### src/rtl/i2c_target_regif_pkg.sv
`default_nettype none
// ============================================================================
// Module      : i2c_target_regif_pkg
// Description : Shared types and constants for the I2C/SCCB register target.
//               Holds the target state encoding and the ACK/NACK bus levels.
// Ports       : none (package)
// Revision    : 1.0 - initial release
// ============================================================================
package i2c_target_regif_pkg;

  typedef enum logic [3:0] {
    ST_IDLE     = 4'd0,
    ST_DEV_ADDR = 4'd1,
    ST_ACK_DEV  = 4'd2,
    ST_REG_ADDR = 4'd3,
    ST_ACK_REG  = 4'd4,
    ST_WR_DATA  = 4'd5,
    ST_ACK_WR   = 4'd6,
    ST_RD_DATA  = 4'd7,
    ST_RD_ACK   = 4'd8,
    ST_IGNORE   = 4'd9
  } t_i2c_target_state;

  // SDA level seen in an acknowledge slot.
  localparam logic c_ack  = 1'b0;
  localparam logic c_nack = 1'b1;

endpackage
`default_nettype wire

### src/rtl/i2c_target_regif_if.sv
`default_nettype none
// ============================================================================
// Module      : i2c_target_regif_if
// Description : Bus and register-port bundle of the I2C register target.
//               slave modport  : seen by the target (i2c_target_regif)
//               master modport : seen by whatever drives the bus / serves reads
// Signals     : i_scl, i_sda      raw bus lines
//               o_sda_oe          1 = target pulls SDA low
//               o_wr_valid/addr/data  register write strobe
//               o_rd_req/addr, i_rd_data  register read port (data 1 cycle later)
//               o_busy, o_addr_match  status
// Revision    : 1.0 - initial release
// ============================================================================
interface i2c_target_regif_if;
  logic       i_scl;
  logic       i_sda;
  logic       o_sda_oe;
  logic       o_wr_valid;
  logic [7:0] o_wr_addr;
  logic [7:0] o_wr_data;
  logic       o_rd_req;
  logic [7:0] o_rd_addr;
  logic [7:0] i_rd_data;
  logic       o_busy;
  logic       o_addr_match;

  modport slave (
    input  i_scl, i_sda, i_rd_data,
    output o_sda_oe, o_wr_valid, o_wr_addr, o_wr_data,
           o_rd_req, o_rd_addr, o_busy, o_addr_match
  );

  modport master (
    output i_scl, i_sda, i_rd_data,
    input  o_sda_oe, o_wr_valid, o_wr_addr, o_wr_data,
           o_rd_req, o_rd_addr, o_busy, o_addr_match
  );
endinterface
`default_nettype wire

### src/rtl/i2c_target_regif_bus_sync.sv
`default_nettype none
// ============================================================================
// Module      : i2c_target_regif_bus_sync
// Description : SCL/SDA front end: 2-FF synchronizer, glitch filter and
//               edge / START / STOP detection in the system clock domain.
// Ports       : i_clk, i_rst        clock, async active-high reset
//               i_scl, i_sda        raw bus lines
//               o_sda               filtered SDA level
//               o_scl_rise/o_scl_fall  one-cycle filtered SCL edges
//               o_start/o_stop      one-cycle bus condition pulses
// Revision    : 1.0 - initial release
// ============================================================================
module i2c_target_regif_bus_sync #(
  parameter int p_filter_len = 3
) (
  input  logic i_clk,
  input  logic i_rst,
  input  logic i_scl,
  input  logic i_sda,
  output logic o_sda,
  output logic o_scl_rise,
  output logic o_scl_fall,
  output logic o_start,
  output logic o_stop
);

  localparam int c_cnt_w = (p_filter_len > 1) ? $clog2(p_filter_len) : 1;

  logic [1:0] w_raw;   // [0] = SCL, [1] = SDA
  logic [1:0] w_filt;
  logic [1:0] w_filt_q;

  assign w_raw = {i_sda, i_scl};

  for (genvar g = 0; g < 2; g++) begin : g_chan
    logic               r_meta;
    logic               r_sync;
    logic               r_filt;
    logic               r_filt_q;
    logic [c_cnt_w-1:0] r_cnt;

    // Idle bus is high, so everything resets to 1 to avoid false edges.
    // The filtered level only moves after p_filter_len consecutive samples
    // that disagree with it; any sample agreeing again restarts the count.
    always_ff @(posedge i_clk or posedge i_rst) begin
      if (i_rst) begin
        r_meta   <= 1'b1;
        r_sync   <= 1'b1;
        r_filt   <= 1'b1;
        r_filt_q <= 1'b1;
        r_cnt    <= '0;
      end else begin
        r_meta   <= w_raw[g];
        r_sync   <= r_meta;
        r_filt_q <= r_filt;
        if (r_sync == r_filt) begin
          r_cnt <= '0;
        end else if (r_cnt == c_cnt_w'(p_filter_len - 1)) begin
          r_filt <= r_sync;
          r_cnt  <= '0;
        end else begin
          r_cnt <= r_cnt + 1'b1;
        end
      end
    end

    assign w_filt[g]   = r_filt;
    assign w_filt_q[g] = r_filt_q;
  end

  assign o_sda      = w_filt[1];
  assign o_scl_rise =  w_filt[0] & ~w_filt_q[0];
  assign o_scl_fall = ~w_filt[0] &  w_filt_q[0];
  // SDA edges only count as bus conditions when SCL was high on both samples.
  assign o_start    = w_filt[0] & w_filt_q[0] &  w_filt_q[1] & ~w_filt[1];
  assign o_stop     = w_filt[0] & w_filt_q[0] & ~w_filt_q[1] &  w_filt[1];

endmodule
`default_nettype wire

### src/rtl/i2c_target_regif.sv
`default_nettype none
// ============================================================================
// Module      : i2c_target_regif
// Description : I2C/SCCB target with 8-bit register pointer. Write bytes
//               become register-write strobes, read bytes are fetched from an
//               external register port. Usable as a camera model / loopback.
// Ports       : i_clk, i_rst   system clock, async active-high reset
//               bus            i2c_target_regif_if.slave (bus lines,
//                              register write/read port, status)
// Revision    : 1.0 - initial release
// ============================================================================
module i2c_target_regif #(
  parameter logic [6:0] p_slave_addr = 7'h21,
  parameter bit         p_ack_enable = 1'b1,
  parameter int         p_filter_len = 3
) (
  input  logic                  i_clk,
  input  logic                  i_rst,
  i2c_target_regif_if.slave     bus
);
  import i2c_target_regif_pkg::*;

  logic w_sda, w_scl_rise, w_scl_fall, w_start, w_stop;

  i2c_target_regif_bus_sync #(
    .p_filter_len (p_filter_len)
  ) u_bus_sync (
    .i_clk      (i_clk),
    .i_rst      (i_rst),
    .i_scl      (bus.i_scl),
    .i_sda      (bus.i_sda),
    .o_sda      (w_sda),
    .o_scl_rise (w_scl_rise),
    .o_scl_fall (w_scl_fall),
    .o_start    (w_start),
    .o_stop     (w_stop)
  );

  t_i2c_target_state r_state;
  logic [2:0] r_bit_cnt;
  logic [6:0] r_shift;     // 7 bits suffice: the 8th bit is always w_sda / rd_data[7]
  logic [7:0] r_ptr;
  logic       r_rw;
  logic       r_ack_seen;  // ACK slot: its SCL rise has passed
  logic       r_rd_wait;   // i_rd_data is valid this cycle
  logic       r_sda_oe;
  logic       r_wr_valid;
  logic [7:0] r_wr_addr;
  logic [7:0] r_wr_data;
  logic       r_rd_req;
  logic [7:0] r_rd_addr;
  logic       r_busy;
  logic       r_addr_match;

  logic [7:0] w_byte;
  logic       w_last_bit;

  assign w_byte     = {r_shift, w_sda};
  assign w_last_bit = (r_bit_cnt == 3'd7);

  always_ff @(posedge i_clk or posedge i_rst) begin
    if (i_rst) begin
      r_state      <= ST_IDLE;
      r_bit_cnt    <= '0;
      r_shift      <= '0;
      r_ptr        <= '0;
      r_rw         <= 1'b0;
      r_ack_seen   <= 1'b0;
      r_rd_wait    <= 1'b0;
      r_sda_oe     <= 1'b0;
      r_wr_valid   <= 1'b0;
      r_wr_addr    <= '0;
      r_wr_data    <= '0;
      r_rd_req     <= 1'b0;
      r_rd_addr    <= '0;
      r_busy       <= 1'b0;
      r_addr_match <= 1'b0;
    end else begin
      r_wr_valid <= 1'b0;
      r_rd_req   <= 1'b0;
      r_rd_wait  <= r_rd_req;

      if (w_start) begin
        // Repeated START lands here too; the pointer is deliberately kept.
        r_state      <= ST_DEV_ADDR;
        r_bit_cnt    <= '0;
        r_sda_oe     <= 1'b0;
        r_busy       <= 1'b1;
        r_addr_match <= 1'b0;
        r_rd_wait    <= 1'b0;
      end else if (w_stop) begin
        r_state      <= ST_IDLE;
        r_bit_cnt    <= '0;
        r_sda_oe     <= 1'b0;
        r_busy       <= 1'b0;
        r_addr_match <= 1'b0;
        r_rd_wait    <= 1'b0;
      end else begin
        // Read data arrives while SCL is still low: present its MSB now.
        if (r_rd_wait && (r_state == ST_RD_DATA)) begin
          r_shift  <= bus.i_rd_data[6:0];
          r_sda_oe <= ~bus.i_rd_data[7];
        end

        case (r_state)
          ST_DEV_ADDR: begin
            if (w_scl_rise) begin
              r_shift   <= w_byte[6:0];
              r_bit_cnt <= r_bit_cnt + 3'd1;
              if (w_last_bit) begin
                if (w_byte[7:1] == p_slave_addr) begin
                  r_state      <= ST_ACK_DEV;
                  r_rw         <= w_byte[0];
                  r_addr_match <= 1'b1;
                  r_ack_seen   <= 1'b0;
                end else begin
                  r_state <= ST_IGNORE;
                end
              end
            end
          end

          ST_ACK_DEV, ST_ACK_REG, ST_ACK_WR: begin
            if (w_scl_rise) r_ack_seen <= 1'b1;
            if (w_scl_fall) begin
              if (!r_ack_seen) begin
                // Fall that ends the 8th bit opens the ACK slot.
                r_sda_oe <= p_ack_enable;
              end else begin
                // Fall that ends the ACK slot.
                r_sda_oe  <= 1'b0;
                r_bit_cnt <= '0;
                if (r_state == ST_ACK_DEV) begin
                  if (r_rw) begin
                    r_rd_req  <= 1'b1;
                    r_rd_addr <= r_ptr;
                    r_state   <= ST_RD_DATA;
                  end else begin
                    r_state <= ST_REG_ADDR;
                  end
                end else begin
                  r_state <= ST_WR_DATA;
                end
              end
            end
          end

          ST_REG_ADDR: begin
            if (w_scl_rise) begin
              r_shift   <= w_byte[6:0];
              r_bit_cnt <= r_bit_cnt + 3'd1;
              if (w_last_bit) begin
                r_ptr      <= w_byte;
                r_state    <= ST_ACK_REG;
                r_ack_seen <= 1'b0;
              end
            end
          end

          ST_WR_DATA: begin
            if (w_scl_rise) begin
              r_shift   <= w_byte[6:0];
              r_bit_cnt <= r_bit_cnt + 3'd1;
              if (w_last_bit) begin
                r_wr_valid <= 1'b1;
                r_wr_addr  <= r_ptr;
                r_wr_data  <= w_byte;
                r_ptr      <= r_ptr + 8'd1;
                r_state    <= ST_ACK_WR;
                r_ack_seen <= 1'b0;
              end
            end
          end

          ST_RD_DATA: begin
            if (w_scl_rise) begin
              r_bit_cnt <= r_bit_cnt + 3'd1;
              if (w_last_bit) begin
                r_state    <= ST_RD_ACK;
                r_ack_seen <= 1'b0;
              end
            end
            if (w_scl_fall) begin
              r_shift  <= {r_shift[5:0], 1'b0};
              r_sda_oe <= ~r_shift[6];
            end
          end

          ST_RD_ACK: begin
            if (w_scl_rise) begin
              if (w_sda == c_nack) r_state <= ST_IGNORE;
              else                 r_ack_seen <= 1'b1;
            end
            if (w_scl_fall) begin
              if (r_ack_seen) begin
                r_ptr     <= r_ptr + 8'd1;
                r_rd_req  <= 1'b1;
                r_rd_addr <= r_ptr + 8'd1;
                r_bit_cnt <= '0;
                r_state   <= ST_RD_DATA;
              end else begin
                // Release SDA for the master's ACK/NACK.
                r_sda_oe <= 1'b0;
              end
            end
          end

          ST_IDLE, ST_IGNORE: begin
            r_sda_oe <= 1'b0;
          end

          default: begin
            r_state  <= ST_IDLE;
            r_sda_oe <= 1'b0;
          end
        endcase
      end
    end
  end

  assign bus.o_sda_oe     = r_sda_oe;
  assign bus.o_wr_valid   = r_wr_valid;
  assign bus.o_wr_addr    = r_wr_addr;
  assign bus.o_wr_data    = r_wr_data;
  assign bus.o_rd_req     = r_rd_req;
  assign bus.o_rd_addr    = r_rd_addr;
  assign bus.o_busy       = r_busy;
  assign bus.o_addr_match = r_addr_match;

endmodule
`default_nettype wire
### src/flat_wrapper.sv
// flat-port wrapper written by rule: the top's interface ports become plain ports
module i2c_target_regif_flat import i2c_target_regif_pkg::*;
#(
  parameter logic [6:0] p_slave_addr = 7'h21,
  parameter bit         p_ack_enable = 1'b1,
  parameter int         p_filter_len = 3
)
  (i_clk, i_rst, bus_i_scl, bus_i_sda, bus_i_rd_data, bus_o_sda_oe, bus_o_wr_valid, bus_o_wr_addr, bus_o_wr_data, bus_o_rd_req, bus_o_rd_addr, bus_o_busy, bus_o_addr_match);
  i2c_target_regif_if bus_i ();
  input  logic i_clk;
  input  logic i_rst;
  input wire logic [$bits(bus_i.i_scl)-1:0] bus_i_scl;
  input wire logic [$bits(bus_i.i_sda)-1:0] bus_i_sda;
  input wire logic [$bits(bus_i.i_rd_data)-1:0] bus_i_rd_data;
  output wire logic [$bits(bus_i.o_sda_oe)-1:0] bus_o_sda_oe;
  output wire logic [$bits(bus_i.o_wr_valid)-1:0] bus_o_wr_valid;
  output wire logic [$bits(bus_i.o_wr_addr)-1:0] bus_o_wr_addr;
  output wire logic [$bits(bus_i.o_wr_data)-1:0] bus_o_wr_data;
  output wire logic [$bits(bus_i.o_rd_req)-1:0] bus_o_rd_req;
  output wire logic [$bits(bus_i.o_rd_addr)-1:0] bus_o_rd_addr;
  output wire logic [$bits(bus_i.o_busy)-1:0] bus_o_busy;
  output wire logic [$bits(bus_i.o_addr_match)-1:0] bus_o_addr_match;
  assign bus_i.i_scl = bus_i_scl;
  assign bus_i.i_sda = bus_i_sda;
  assign bus_i.i_rd_data = bus_i_rd_data;
  assign bus_o_sda_oe = bus_i.o_sda_oe;
  assign bus_o_wr_valid = bus_i.o_wr_valid;
  assign bus_o_wr_addr = bus_i.o_wr_addr;
  assign bus_o_wr_data = bus_i.o_wr_data;
  assign bus_o_rd_req = bus_i.o_rd_req;
  assign bus_o_rd_addr = bus_i.o_rd_addr;
  assign bus_o_busy = bus_i.o_busy;
  assign bus_o_addr_match = bus_i.o_addr_match;
  i2c_target_regif #(.p_slave_addr(p_slave_addr), .p_ack_enable(p_ack_enable), .p_filter_len(p_filter_len)) u_core (.i_clk(i_clk), .i_rst(i_rst), .bus(bus_i));
endmodule
### config.mk
export PLATFORM = sky130hd
export DESIGN_NAME = i2c_target_regif_flat
export DESIGN_NICKNAME = d
export VERILOG_FILES = /design/src/rtl/i2c_target_regif_pkg.sv /design/src/rtl/i2c_target_regif_if.sv /design/src/rtl/i2c_target_regif_bus_sync.sv /design/src/rtl/i2c_target_regif.sv /design/src/flat_wrapper.sv
export SDC_FILE = /design/constraint.sdc
export NUM_CORES = 1
export LEC_CHECK = 0
export BUFFER_PORTS_ARGS = -buffer_cell sky130_fd_sc_hd__buf_2
export CAP_MARGIN = 5
export CORE_ASPECT_RATIO = 2
export CORE_MARGIN = 4
export CORE_UTILIZATION = 35
export DETAILED_ROUTE_END_ITERATION = 10
export GPL_ROUTABILITY_DRIVEN = 0
export GPL_TIMING_DRIVEN = 1
export PLACE_DENSITY_LB_ADDON = 0.1
export SLEW_MARGIN = 10
export SYNTH_ARGS = -nofsm -noshare
export SYNTH_HDL_FRONTEND = slang
export SYNTH_HIERARCHICAL = 1
export SYNTH_SLANG_ARGS = --single-unit
### constraint.sdc
create_clock -name i_clk -period 2.9 [get_ports i_clk]
set_clock_uncertainty 0.05 [all_clocks]
set_input_delay 0.58 -clock i_clk [delete_from_list [all_inputs] [get_ports i_clk]]
set_output_delay 0.58 -clock i_clk [all_outputs]
set_load 0.02 [all_outputs]
# Yosys cells after proc, flatten, opt, wreduce, memory -nomap -nowiden

Index checks and enable logic that the tools add are counted.

Flip-flop bits (word level): 66
Input port bits: 12
Output and inout bits: 29
Word-level logic and storage cells: 209

Add/subtract/negate cells: 4
Equality and inequality tests: 47
Muxes and demuxes: 88
Bitwise logic cells: 17
Reduce and logical (&&, ||, !) cells: 28

Operators by type and width:

| kind                  | count |
|---|---|
| $mux W8               | 10 |
| $mux W4               | 17 |
| $mux W1               | 39 |
| $pmux W4 S7           | 1 |
| $pmux W8 S3           | 1 |
| $reduce_and A11 Y1    | 2 |
| $mux W3               | 7 |
| $mux W7               | 3 |
| $ne A2 B1 Y1 const B  | 10 |
| $ne A4 B3 Y1 const B  | 5 |
| $ne A4 B4 Y1 const B  | 5 |
| $reduce_and A9 Y1     | 2 |
| $eq A4 B3 Y1 const B  | 4 |
| $ne A2 B2 Y1 const B  | 8 |
| $pmux W8 S2           | 1 |
| $reduce_bool A3 Y1    | 5 |
| $pmux W7 S2           | 1 |
| $ne A4 B1 Y1 const B  | 3 |
| $not A1 Y1            | 10 |
| $reduce_or A3 Y1      | 3 |
| $add A8 B1 Y8 const B | 1 |
| $eq A4 B2 Y1 const B  | 2 |
| $eq A4 B4 Y1 const B  | 2 |
| $mux W2               | 4 |
| 22 further kinds      | 38 |

# Longest topological paths before layout

Depth after elaboration: 8
Mapped depth: 8
Gate-level depth less buffers: 7

# Modules after synthesis

The synthesis kept the hierarchy.

By module, submodules not included:

| module                    | instances | cells each | area an instance (um^2) | seq. area each (um^2) |
|---|---|---|---|---|
| i2c_target_regif          | 1         | 296        | 2915.3                  | 1351.3 |
| i2c_target_regif_bus_sync | 1         | 28         | 449.2                   | 310.3 |

# Worst setup path before layout

No wires, ideal clock.

Path type: reg2reg
Start: register u_core.u_bus_sync.g_chan[0].r_filt
End: register u_core.r_wr_data[2], in the netlist u_core/bus.o_wr_data[2]
Library setup time: 0.125 ns
Data arrival time: 1.888 ns
Required time: 2.725 ns
Path slack: 0.837 ns
Stages on the path, launching flop included: 7
Path buffers: 2
Clock period less this slack: 2.063 ns
Cell sequence: dfstp_2 -> nor2b_1 -> nand2_1 -> or3_1 -> buf_2 -> buf_6 -> mux2_2

Elaborated cells between the ends (all ways): 9
Classes of those cells: bitwise: 8; reduce/logical: 1

RTL lines:

| what                        | line                            | RTL |
|---|---|---|
| start: declaration          | i2c_target_regif_bus_sync.sv:38 | `logic r_filt;` |
| start signal: assignment    | i2c_target_regif_bus_sync.sv:59 | `r_filt <= r_sync;` |
| $and A1 B1 Y1               | i2c_target_regif_bus_sync.sv:72 | `assign o_scl_rise = w_filt[0] & ~w_filt_q[0];` |
| via u_core.w_scl_rise       | i2c_target_regif.sv:23          | `logic w_sda, w_scl_rise, w_scl_fall, w_start, w_stop;` |
| $reduce_and A5 Y1 (no line) | -                               |  |
| end signal: assignment      | i2c_target_regif.sv:167         | `r_wr_data <= w_byte;` |
| end: declaration            | i2c_target_regif.sv:49          | `logic [7:0] r_wr_data;` |

The timed path passes the listed nets, and every way through them passes these cells.
A chain may end at the register's enable or synchronous reset.

# Worst setup path after layout

Start: register u_core.r_state[0]
End: register u_core.r_ptr[0]

Longest elaborated chain between the ends: 3
Elaborated cells between the ends (all ways): 12
Classes of those cells: eq/ne: 9; mux: 1; reduce/logical: 2

Ends and longest elaborated chain:

| what                                                 | line                    | RTL |
|---|---|---|
| start: declaration                                   | i2c_target_regif.sv:39  | `t_i2c_target_state r_state;` |
| start signal: assignment                             | i2c_target_regif.sv:63  | `r_state <= ST_IDLE;` |
| start signal: assignment                             | i2c_target_regif.sv:85  | `r_state <= ST_DEV_ADDR;` |
| start signal: assignment                             | i2c_target_regif.sv:92  | `r_state <= ST_IDLE;` |
| $eq A4 B3 Y1, or another cell as far along           | i2c_target_regif.sv:105 | `case (r_state)` |
| $ne A2 B1 Y1 (no line), or another cell as far along | -                       |  |
| $reduce_and A9 Y1 (no line)                          | -                       |  |
| end signal: assignment                               | i2c_target_regif.sv:153 | `r_ptr <= w_byte;` |
| end signal: assignment                               | i2c_target_regif.sv:168 | `r_ptr <= r_ptr + 8'd1;` |
| end signal: assignment                               | i2c_target_regif.sv:196 | `r_ptr <= r_ptr + 8'd1;` |
| end: declaration                                     | i2c_target_regif.sv:42  | `logic [7:0] r_ptr;` |

Parallel ways exist; a longest one is shown, timed or not.

==> impl_metrics.csv <==
group,metric,value,unit
synth,syn_area,3364,sq um
clock_network,clockRootBuffer,"clkbuf_16",
die,rows,50,
sta,setup_viol,0,
die,initial_core_util,0.3585,
sta,max_slew_margin,0.6277,
global_routing,antenna_found_initial,0,
clock_network,worstSkewPairLatency,0.33,ns
hold_path,min_path_type,"input pin to asynchronous set/reset pin",
clock_network,cts_hold_buf,0,
die,die_h,146.7,um
route,drt_wl_total,8.544,mm
route,drtPass1Iterations,4,
final_layout,drive_gt1_frac,0.3091,
run_status,status,"finished clean",
final_layout,n_antenna_cell,0,
setup_path,cp.required,3.05,ns
final_layout,fin_util,0.4235,
power_and_ir_drop,seq_power_share,0.408,
global_routing,top_usage_layer,"met2",
synth,async_reset_ff_frac,1.000,
run,cap_violations,0,
setup_path,start_kind,"flop",
power_and_ir_drop,combPwrFrac,0.247,
global_routing,grt_max_degree,22,
clock_network,cts_resized,0,
power_and_ir_drop,power_switching,1.007,mW
global_routing,grt-ovfl-total,0,
final_layout,nNetsFinal,382,
global_routing,use_met1,0.1608,
setup_path,cp-end-kind,"flop",
clock_network,htree_num_levels,3,
placement,numPortBuffers,40,
clock_network,clock-sinks,66,
sta,finalSetupTns,0,ns
sta,drv_slew,0,
route,drtIter0Drc,97,
route,routed_via_density,5.460,
route,final_antenna_net_count,0,
sta,min_period_over_period,0.8585,
final_layout,syn2layout_area_growth,18.11,%
sta,holdWs,0.2001,ns
synth,yosysWarnings,6,
clock_network,clk_pin_slew,0.06,ns
die,die_width,77.33,um
clock_network,cts_buffer_depth,2,
route,drc_errors,0,
power_and_ir_drop,p_leak,1.863,nW
global_routing,grt_pass1_wl,14.00,mm
clock_network,cts_tree,"done",
placement,dpl.hpwl,6.502,mm
route,vias,2599,
setup_path,critPathMaxFanout,16,
sta,min_period,2.490,ns
synth,synth.area.top_cells,"dfrtp_1, dfstp_2, mux2_2, a21oi_1, nor2_1",
global_routing,grt_use_total,0.1610,
synth,synth_nets,339,
synth,yosysTopAreaCell,"dfrtp_1",
sta,max_clock_freq,401.7,MHz
synth,synth_edf_count,0,
synth,ys_types,66,
power_and_ir_drop,p_clk_frac,0.346,
setup_path,critPathArrivalTime,2.64,ns
synth,synth-seq-cells,66,
global_routing,grt_pass1_vias,2687,
sta,rsz0062_at_grt,"no",
clock_network,cts_made_buffers,9,
synth,synthFlopType,"dfrtp_1",
power_and_ir_drop,powerDensity,774.5,nW/um^2
global_routing,use_met3,0.03395,
synth,synth_top_area_share,0.4314,
power_and_ir_drop,swShare,0.3271,
setup_path,worstSetupPathType,"flop to flop",
sta,worst_pin_slew,0.5551,ns
synth,syn_avg_cell_area,10.38,sq um
sta,finalHoldViolations,0,
route,drt-wirelength-per-cell,17.95,um
power_and_ir_drop,power.internal,2.071,mW
die,die_area,11340,sq um
synth,synth_cells,324,
die,fp.coreArea,9384,sq um
synth,ys_seq_area_frac,0.4939,
die,num_io_pins,41,
clock_network,postCtsSetupBuffers,0,
power_and_ir_drop,vdd_drop_max,0.4584,mV
global_routing,gr-usage-met2,0.3020,
## power groups by stage
stage                     Combinational [mW]  Sequential [mW]  Clock (mW)
after floorplan                        0.590             1.20           0
after global placement                 0.756             1.27           0
after detailed placement               0.758             1.28           0
after CTS                              0.763             1.26        1.10
after global routing                   0.842             1.28        1.14
final                                  0.759             1.25        1.06
## state kept, by name (all words and copies together) (netlist names), 2 cells and up
| name | count |
|---|---|
| u_core/u_bus_sync/g_chan.r_cnt | 4 |
| u_core/bus.o_wr_addr | 8 |
| u_core/bus.o_wr_data | 8 |
| u_core/r_ptr | 8 |
| u_core/r_bit_cnt | 3 |
| u_core/u_bus_sync/g_chan.r_sync | 2 |
| u_core/r_shift | 7 |
| u_core/u_bus_sync/g_chan.r_meta | 2 |
| u_core/u_bus_sync/g_chan.r_filt_q | 2 |
| u_core/bus.o_rd_addr | 8 |
| u_core/r_state | 4 |
## final timing paths
check	start	endpoint	slack (ns)	cells after the start
max	u_core/r_state[0]	u_core/r_ptr[0]	0.41	4
min	i_rst	u_core/u_bus_sync/g_chan[1].r_cnt[0]	0.20	2
max reg2reg	u_core/r_state[0]	u_core/r_ptr[0]	0.41	4
min reg2reg	u_core/u_bus_sync/g_chan[0].r_meta	u_core/u_bus_sync/g_chan[0].r_sync	0.31	0
max in group asynchronous	i_rst	u_core/r_shift[1]	1.99	3
min in group i_clk	bus_i_sda	u_core/u_bus_sync/g_chan[1].r_meta	0.30	1
## per-layer routing
metal | wire (um) | part of all wire
met5 | 0 | 0
met4 | 318 | 0.037
met3 | 228 | 0.027
met2 | 4964 | 0.58
met1 | 3032 | 0.35
## synthesized netlist by cell type (7+ instances only)
cell / count
a21oi_1: 24
buf_2: 7
clkbuf_1: 9
dfrtp_1: 58
dfstp_2: 8
inv_1: 11
mux2_2: 16
nand2_1: 18
nand3_1: 14
nor2_1: 29
o21ai_0: 8
o22ai_1: 8
xnor2_1: 8
## final cells by class
| type | instances | area [sq um] |
|---|---|---|
| Clock inverter | 7 | 70.07 |
| Fill cell | 944 | 5410 |
| Tap cell | 104 | 130.1 |
| Multi-Input combinational cell | 227 | 1555 |
| Timing Repair Buffer | 52 | 290.3 |
| Inverter | 11 | 41.29 |
| Sequential cell | 66 | 1662 |
| Clock buffer | 9 | 225.2 |
## cells by family (layout without fill, tap and decap cells)
logic type | Yosys count | count (layout) | synth area share
simple gates | 109 | 109 | 0.1770
xor+xnor | 11 | 11 | 0.02864
compound gates | 83 | 83 | 0.1740
fa+ha+maj | 3 | 3 | 0.01116
mux | 21 | 21 | 0.07140
buf+inv | 31 | 79 | 0.04388
flops | 66 | 66 | 0.4939
## through the flow
stage                     cell area [sq um]  setup WS, ns  power (mW)  std cells
final                                  3974        0.4104       3.078        476
after global routing                   3974        0.2830       3.268        476
after CTS                              3974        0.3637       3.126        476
after detailed placement               3679        0.3760       2.033        460
after global placement                 3679        0.4820       2.028        460
after floorplan                        3364        0.8369       1.787        324
## worst max-delay path: stages (launching register included)
cell and delay (ns):
dfrtp_1 0.55, or4b_1 0.83, o22ai_2 0.28, nand2_2 0.23, o311ai_0 0.42
## cell usage in the layout (no fill, tap or decap), types with 8 or more instances in the layout
cell	instances
nor2_1	29
nand2_1	18
buf_2	40
o21ai_0	8
dfstp_2	8
a21oi_1	24
dfrtp_1	58
inv_1	10
xnor2_1	8
mux2_2	16
o22ai_1	8
clkbuf_16	9
nand3_1	14
buf_4	12
Power figures use the tool's default switching activity.
